==> config.mk <==
export PLATFORM = sky130hd
export DESIGN_NAME = spi_flash_reader
export DESIGN_NICKNAME = d
export VERILOG_FILES = /design/src/rtl/spi_flash_reader.sv
export SDC_FILE = /design/constraint.sdc
export NUM_CORES = 1
export LEC_CHECK = 0
export ABC_AREA = 1
export CORE_UTILIZATION = 47
export CTS_CLUSTER_DIAMETER = 60
export DETAILED_ROUTE_END_ITERATION = 8
export GPL_TIMING_DRIVEN = 0
export PLACE_DENSITY_LB_ADDON = 0.15
export REMOVE_ABC_BUFFERS = 1
export SLEW_MARGIN = 15
export SYNTH_ARGS = -nofsm -noshare
export SYNTH_HDL_FRONTEND = slang
export SYNTH_SLANG_ARGS = --single-unit
export TNS_END_PERCENT = 5
==> constraint.sdc <==
create_clock -name clk_i -period 1.8 [get_ports clk_i]
set_input_delay 0.36 -clock clk_i [delete_from_list [all_inputs] [get_ports clk_i]]
set_output_delay 0.36 -clock clk_i [all_outputs]
set_load 0.05 [all_outputs]
==> src/rtl/spi_flash_reader.sv <==
// Wishbone master that sequences SPI flash READ (0x03) transfers through the
// wb_spi register block and delivers the received bytes on a byte stream.
module spi_flash_reader #(
  parameter int LEN_W = 16
) (
  input  logic             clk_i,
  input  logic             rst_ni,
  input  logic             start_i,
  input  logic [23:0]      addr_i,
  input  logic [LEN_W-1:0] len_i,
  input  logic             abort_i,
  output logic             busy_o,
  output logic             done_o,
  output logic             aborted_o,
  output logic             m_valid_o,
  output logic [7:0]       m_data_o,
  input  logic             m_ready_i,
  output logic             cyc_o,
  output logic             stb_o,
  output logic             we_o,
  output logic [1:0]       adr_o,
  output logic [31:0]      dat_o,
  output logic [3:0]       sel_o,
  input  logic [31:0]      dat_i,
  input  logic             ack_i
);

  typedef enum logic [3:0] {
    S_IDLE, S_SS_LO, S_TX, S_SETTLE, S_POLL, S_RD, S_OUT, S_SS_HI, S_DONE
  } state_t;

  state_t           r_state;
  logic [23:0]      r_addr;
  logic [LEN_W-1:0] r_cnt;
  logic [2:0]       r_hdr;
  logic             r_abt;
  logic             r_busy;
  logic             r_done;
  logic             r_aborted;
  logic             r_mvalid;
  logic [7:0]       r_mdata;
  logic             r_cyc;
  logic             r_we;
  logic [1:0]       r_adr;
  logic [31:0]      r_dat;
  logic [3:0]       r_sel;

  logic             w_bus_state;
  logic             w_req_we;
  logic [1:0]       w_req_adr;
  logic [31:0]      w_req_dat;
  logic [7:0]       w_tx_byte;
  logic             w_ack;
  logic             w_hs;
  logic             w_unused;

  // r_hdr counts bytes written: 0..3 select the header, 4 the first dummy,
  // and it saturates at 5 once a dummy has gone out.
  always_comb begin
    w_tx_byte = 8'h00;
    case (r_hdr)
      3'd0:    w_tx_byte = 8'h03;
      3'd1:    w_tx_byte = r_addr[23:16];
      3'd2:    w_tx_byte = r_addr[15:8];
      3'd3:    w_tx_byte = r_addr[7:0];
      default: w_tx_byte = 8'h00;
    endcase
  end

  always_comb begin
    w_bus_state = 1'b1;
    w_req_we    = 1'b0;
    w_req_adr   = 2'd0;
    w_req_dat   = 32'h0000_0000;
    case (r_state)
      S_SS_LO: begin w_req_we = 1'b1; w_req_adr = 2'd1; end
      S_TX:    begin w_req_we = 1'b1; w_req_dat = {w_tx_byte, 24'h000000}; end
      S_POLL:  w_req_adr = 2'd1;
      S_RD:    w_req_adr = 2'd0;
      S_SS_HI: begin w_req_we = 1'b1; w_req_adr = 2'd1; w_req_dat = 32'h0100_0000; end
      default: w_bus_state = 1'b0;
    endcase
  end

  assign w_ack    = r_cyc & ack_i;
  // Stream handshake: a byte transfers on a rising edge where m_valid_o and
  // m_ready_i are both high; m_valid_o and m_data_o hold until then.
  assign w_hs     = r_mvalid & m_ready_i;
  assign w_unused = ^{dat_i[24], dat_i[23:0]};

  always_ff @(posedge clk_i or negedge rst_ni) begin
    if (!rst_ni) begin
      r_state   <= S_IDLE;
      r_addr    <= 24'h000000;
      r_cnt     <= '0;
      r_hdr     <= 3'd0;
      r_abt     <= 1'b0;
      r_busy    <= 1'b0;
      r_done    <= 1'b0;
      r_aborted <= 1'b0;
      r_mvalid  <= 1'b0;
      r_mdata   <= 8'h00;
      r_cyc     <= 1'b0;
      r_we      <= 1'b0;
      r_adr     <= 2'd0;
      r_dat     <= 32'h0000_0000;
      r_sel     <= 4'b0000;
    end else begin
      r_done <= 1'b0;

      // A bus state launches its access when no cycle is open; the ack edge
      // closes it, which guarantees an idle cycle before the next launch.
      if (w_bus_state && !r_cyc) begin
        r_cyc <= 1'b1;
        r_we  <= w_req_we;
        r_adr <= w_req_adr;
        r_dat <= w_req_dat;
        r_sel <= 4'b1000;
      end else if (w_ack) begin
        r_cyc <= 1'b0;
        r_we  <= 1'b0;
        r_adr <= 2'd0;
        r_dat <= 32'h0000_0000;
        r_sel <= 4'b0000;
      end

      case (r_state)
        S_IDLE: begin
          if (start_i) begin
            r_addr <= addr_i;
            r_cnt  <= len_i;
            r_hdr  <= 3'd0;
            r_abt  <= 1'b0;
            r_busy <= 1'b1;
            if (len_i == '0) begin
              r_state <= S_DONE;
              r_done  <= 1'b1;
            end else begin
              r_state <= S_SS_LO;
            end
          end
        end
        S_SS_LO: begin
          if (w_ack) begin
            r_abt   <= abort_i;
            r_state <= abort_i ? S_SS_HI : S_TX;
          end
        end
        S_TX: begin
          if (w_ack) begin
            if (r_hdr < 3'd5) r_hdr <= r_hdr + 3'd1;
            r_abt   <= abort_i;
            r_state <= abort_i ? S_SS_HI : S_SETTLE;
          end
        end
        S_SETTLE: r_state <= S_POLL;
        S_POLL: begin
          if (w_ack) begin
            if (abort_i) begin
              r_abt   <= 1'b1;
              r_state <= S_SS_HI;
            end else if (dat_i[25]) begin
              r_state <= S_POLL;
            end else begin
              r_state <= (r_hdr == 3'd5) ? S_RD : S_TX;
            end
          end
        end
        S_RD: begin
          if (w_ack) begin
            if (abort_i) begin
              r_abt   <= 1'b1;
              r_state <= S_SS_HI;
            end else begin
              r_mdata  <= dat_i[31:24];
              r_mvalid <= 1'b1;
              r_state  <= S_OUT;
            end
          end
        end
        S_OUT: begin
          if (w_hs) begin
            r_mvalid <= 1'b0;
            if (r_cnt != '0) r_cnt <= r_cnt - LEN_W'(1);
          end
          if (abort_i) begin
            r_mvalid <= 1'b0;
            r_abt    <= 1'b1;
            r_state  <= S_SS_HI;
          end else if (w_hs) begin
            r_state <= (r_cnt <= LEN_W'(1)) ? S_SS_HI : S_TX;
          end
        end
        S_SS_HI: begin
          if (w_ack) begin
            r_done    <= 1'b1;
            r_aborted <= r_abt;
            r_state   <= S_DONE;
          end
        end
        S_DONE: begin
          r_busy    <= 1'b0;
          r_aborted <= 1'b0;
          r_state   <= S_IDLE;
        end
        default: r_state <= S_IDLE;
      endcase
    end
  end

  assign busy_o    = r_busy;
  assign done_o    = r_done;
  assign aborted_o = r_aborted;
  assign m_valid_o = r_mvalid;
  assign m_data_o  = r_mdata;
  assign cyc_o     = r_cyc;
  assign stb_o     = r_cyc;
  assign we_o      = r_we;
  assign adr_o     = r_adr;
  assign dat_o     = r_dat;
  assign sel_o     = r_sel;

endmodule

==> out/results.tsv <==
stage	metric	value	unit
timing	RSZ-0062 raised after global routing	yes	
yosys	synthesis warning total	0	
setup_path	CP max FO	6	
cts	cell at the root of the clock tree	sky130_fd_sc_hd__clkbuf_8	
yosys	most common flop cell mapped by yosys	sky130_fd_sc_hd__dfrtp_1	
timing	crit share post-route	94.06	%
timing	Worst Slack Setup Final	0.1068	ns
yosys	dominant cell type by area after synthesis	sky130_fd_sc_hd__dfrtp_1	
place	detailed placement HPWL	7063	µm
cts	clock tree buffer depth	2	
setup_path	worst reg-to-reg setup slack	0.13	ns
yosys	largest cells by area after synthesis	sky130_fd_sc_hd__dfrtp_1 42%, sky130_fd_sc_hd__nand2_1 21%, sky130_fd_sc_hd__nor2_1 5.9%	
yosys	Seq cells post-synth	71	
setup_path	worst setup path class	reg2out	
setup_path	ordered list of cells on the worst path	dlygate4sd2_1	
setup_path	kind of start point of the critical path	flop	
setup_path	buffers and inverters on the worst path	1	
yosys	number of enable flip-flop cells after synthesis	0	
grt	vias in the first global route	3549	
yosys	leading cell type by number of instances after synthesis	sky130_fd_sc_hd__nand2_1	
cts	H-Tree Level Count	3	
grt	number of antenna violations at the first check in global routing	0	
setup_path	critical path capture point	sel_o[3]	
yosys	most instantiated cells after synthesis	239 x sky130_fd_sc_hd__nand2_1, 71 x sky130_fd_sc_hd__dfrtp_1, 66 x sky130_fd_sc_hd__nor2_1	
cells_and_area	final layout net count	763	
cts	TritonCTS buffer count	9	
yosys	proportion of netlist area held by the largest area contributor	42.32	%
die	Rows	34	
timing	transition time of the tightest slew-check pin	0.5069	ns
timing	endpoints failing setup	0	
route	mean number of vias per cell	4.968	
cells_and_area	finished layout cell area	5341	µm²
timing	final total negative setup slack	0	ns
cts	clock tree from TritonCTS	yes	
grt	global-route wire length before repair	16550	µm
grt	maximum number of pins on one net before global-route repair	47	
setup_path	launching point of the worst reg2reg path	r_cnt[1]$_DFFE_PN0P_	
setup_path	category of the worst setup path capture point	output pin	
cts	clk slew on worst S/H paths	0.08	ns
die	floorplan core area	8678	µm²
cells_and_area	count of filler cells inserted in the layout	857	
power_and_ir_drop	Leakage Power	2.741	nW
die	I/O pin cnt	131	
yosys	cell count after synthesis	592	
timing	Slew Viols, Final	0	
place	Routability Congestion	0.8716	
cells_and_area	Seq. cell area	1782	µm²
setup_path	delay of the slowest cell on the worst path	0.55	ns
route	routed len/inst	13.26	µm
setup_path	critical path's slowest cell	sky130_fd_sc_hd__dlygate4sd2_1	
timing	highest achievable clock rate	0.5906	GHz
die	DIE AREA	9313	µm²
die	vertical die dimension	96.51	µm
place	total cell area at the placement stage	4938	µm²
yosys	Synth cell types	34	
power_and_ir_drop	Max IR drop VDD	0.6851	mV
run	max-cap viol count	0	
die	starting density of the core	48.37	%
timing	clk_skew	0.01408	ns
power_and_ir_drop	power density over the cells	1699	nW/µm²
outcome	violations in the final reports	design-rule violations	
cells_and_area	area of combinational cells with multiple inputs	2172	µm²
route	detailed-route via count	3925	
yosys	post-synthesis instance area	4198	µm²
timing	worst-case headroom to the max-slew limit	66.34	%
route	First DRT Iteration DRCs	188	
cells_and_area	antenna diode count	0	
setup_path	Reg2Reg Depth	9	
setup_path	Critical Path RT	1.44	ns
route	DRC violation count after routing	1	
route	ANT nets after route	0	
timing	clock period minus final worst setup slack	1.693	ns
setup_path	startpoint of the worst setup timing path	sel_o[3]$_DFFE_PN0P_	
place	number of I/O port buffers	78	
timing	post-route worst hold slack	0.4589	ns
setup_path	family with the most delay on the worst path	buffers and inverters	
route	sum of routed wire length over all layers	10480	µm
cts	clock latency at the later pin of the worst-skew pair	0.35	ns
cts	number of clock sinks seen by CTS	71	
setup_path	total stage count of the critical path	1	
outcome	run status	finished with violations	
timing	Final Hold Vio Count	0	
route	number of detailed-route iterations in the first pass	6	
cells_and_area	synth-to-layout area growth	27.24	%
grt	Overflow after GRT	0	
setup_path	Crit Reg-Reg Endpoint	r_cnt[14]$_DFFE_PN0P_	
yosys	sequential area share after synthesis	42.32	%
grt	GRT Total Usage	23.49	%
setup_path	signal arrival time at the worst endpoint	1.33	ns
die	die width	96.51	µm
cells_and_area	fraction of final layout cells sized beyond drive strength 1	11.14	%
place	pre-CTS setup slack	-1.125	ns
min_path	min-delay worst type	in2async	
yosys	Post-Synthesis Mean Instance Area	7.091	µm²
yosys	share of flip-flops with an asynchronous set or reset after synthesis	100.0	%
placed cells by master, fill, tap and decap left out, types with 2 or more instances in the layout:
| cell | n |
|---|---|
| sky130_fd_sc_hd__buf_4 | 11 |
| sky130_fd_sc_hd__o21ai_0 | 23 |
| sky130_fd_sc_hd__dlygate4sd2_1 | 25 |
| sky130_fd_sc_hd__xor2_1 | 3 |
| sky130_fd_sc_hd__dfrtp_2 | 4 |
| sky130_fd_sc_hd__dfrtp_1 | 67 |
| sky130_fd_sc_hd__ha_1 | 8 |
| sky130_fd_sc_hd__nand2_4 | 2 |
| sky130_fd_sc_hd__inv_2 | 6 |
| sky130_fd_sc_hd__o211ai_1 | 2 |
| sky130_fd_sc_hd__bufinv_16 | 2 |
| sky130_fd_sc_hd__nand3_2 | 2 |
| sky130_fd_sc_hd__nand4_1 | 5 |
| sky130_fd_sc_hd__clkinvlp_4 | 2 |
| sky130_fd_sc_hd__a31oi_1 | 2 |
| sky130_fd_sc_hd__nor2_1 | 58 |
| sky130_fd_sc_hd__a21oi_1 | 11 |
| sky130_fd_sc_hd__nand3b_1 | 4 |
| sky130_fd_sc_hd__nand3_1 | 35 |
| sky130_fd_sc_hd__o21ai_2 | 7 |
| sky130_fd_sc_hd__nor2_4 | 8 |
| sky130_fd_sc_hd__nor2_2 | 8 |
| sky130_fd_sc_hd__or2_2 | 3 |
| sky130_fd_sc_hd__inv_1 | 35 |
| sky130_fd_sc_hd__clkdlybuf4s50_1 | 52 |
| sky130_fd_sc_hd__nand2_1 | 235 |
| sky130_fd_sc_hd__o21ai_1 | 7 |
| sky130_fd_sc_hd__clkbuf_8 | 10 |
| sky130_fd_sc_hd__conb_1 | 28 |
| sky130_fd_sc_hd__nand2_2 | 3 |
worst min path at each step:
stage | to | slack [ns]
floorplan | aborted_o$_DFFE_PN0P_ | 0.06
global placement | m_data_o[6]$_DFFE_PN0P_ | 0.46
detailed placement | r_cnt[14]$_DFFE_PN0P_ | 0.30
CTS | r_cnt[15]$_DFFE_PN0P_ | 0.46
global route | m_data_o[6]$_DFFE_PN0P_ | 0.50
finish | r_cnt[15]$_DFFE_PN0P_ | 0.46
cells by family after synthesis:
kind of cell	synth area share [%]
and+or+nand+nor	35.80
buffers and inverters	11.03
DFF	42.32
AOI/OAI and AO/OA	7.750
adders and majority gates	2.385
xor gates and xnor gates	0.6260
other	0.08933
where the power goes:
part | switching (mW) | leakage, nW | internal, mW | total [mW]
combinational | 3.30 | 1.73 | 1.51 | 4.80
sequential | 0.543 | 0.900 | 2.30 | 2.84
clock | 0.615 | 0.110 | 0.819 | 1.43
total | 4.46 | 2.74 | 4.62 | 9.08
state kept, by name (all words and copies together) (netlist names), 3 cells and up:
name	cells
r_addr	24
r_cnt	16
dat_o	8
m_data_o	8
r_state	4
r_hdr	3
routing by layer:
metal / global-route usage (%) / wire length (µm)
met3: 2.895 / 476
met4: 7.843 / 155
met1: 31.46 / 4943
met5: 0 / 0
met2: 39.44 / 4902
repair_timing:
action | CTS | global route
gates resized for setup | 45 | 12
pin swaps | 4 | 4
endpoints found under the setup margin | 94 | 38
gates cloned | 2 | 0
setup buffers | 2 | 8
hold buffers | 1 | 0
hold endpoints to repair | 25 | 0
stage by stage:
step           utilization (%)  power (mW)  cells
2_1_floorplan                -       6.014    574
3_5_place_dp             56.91       7.367    761
6_report                 61.55       9.077    790
5_1_grt                  61.55       9.803    790
4_1_cts                  60.42       8.891    782
3_3_place_gp             56.62       7.228    760
cell type report:
type	count	share of cell area, %
inverters	43	3.186
clock buffers	11	2.647
multi-input cells	462	40.67
clock inverters	5	1.523
repair buffers	90	16.09
flip-flops and latches	71	33.36
well taps	108	2.530
Power figures use the tool's default switching activity.
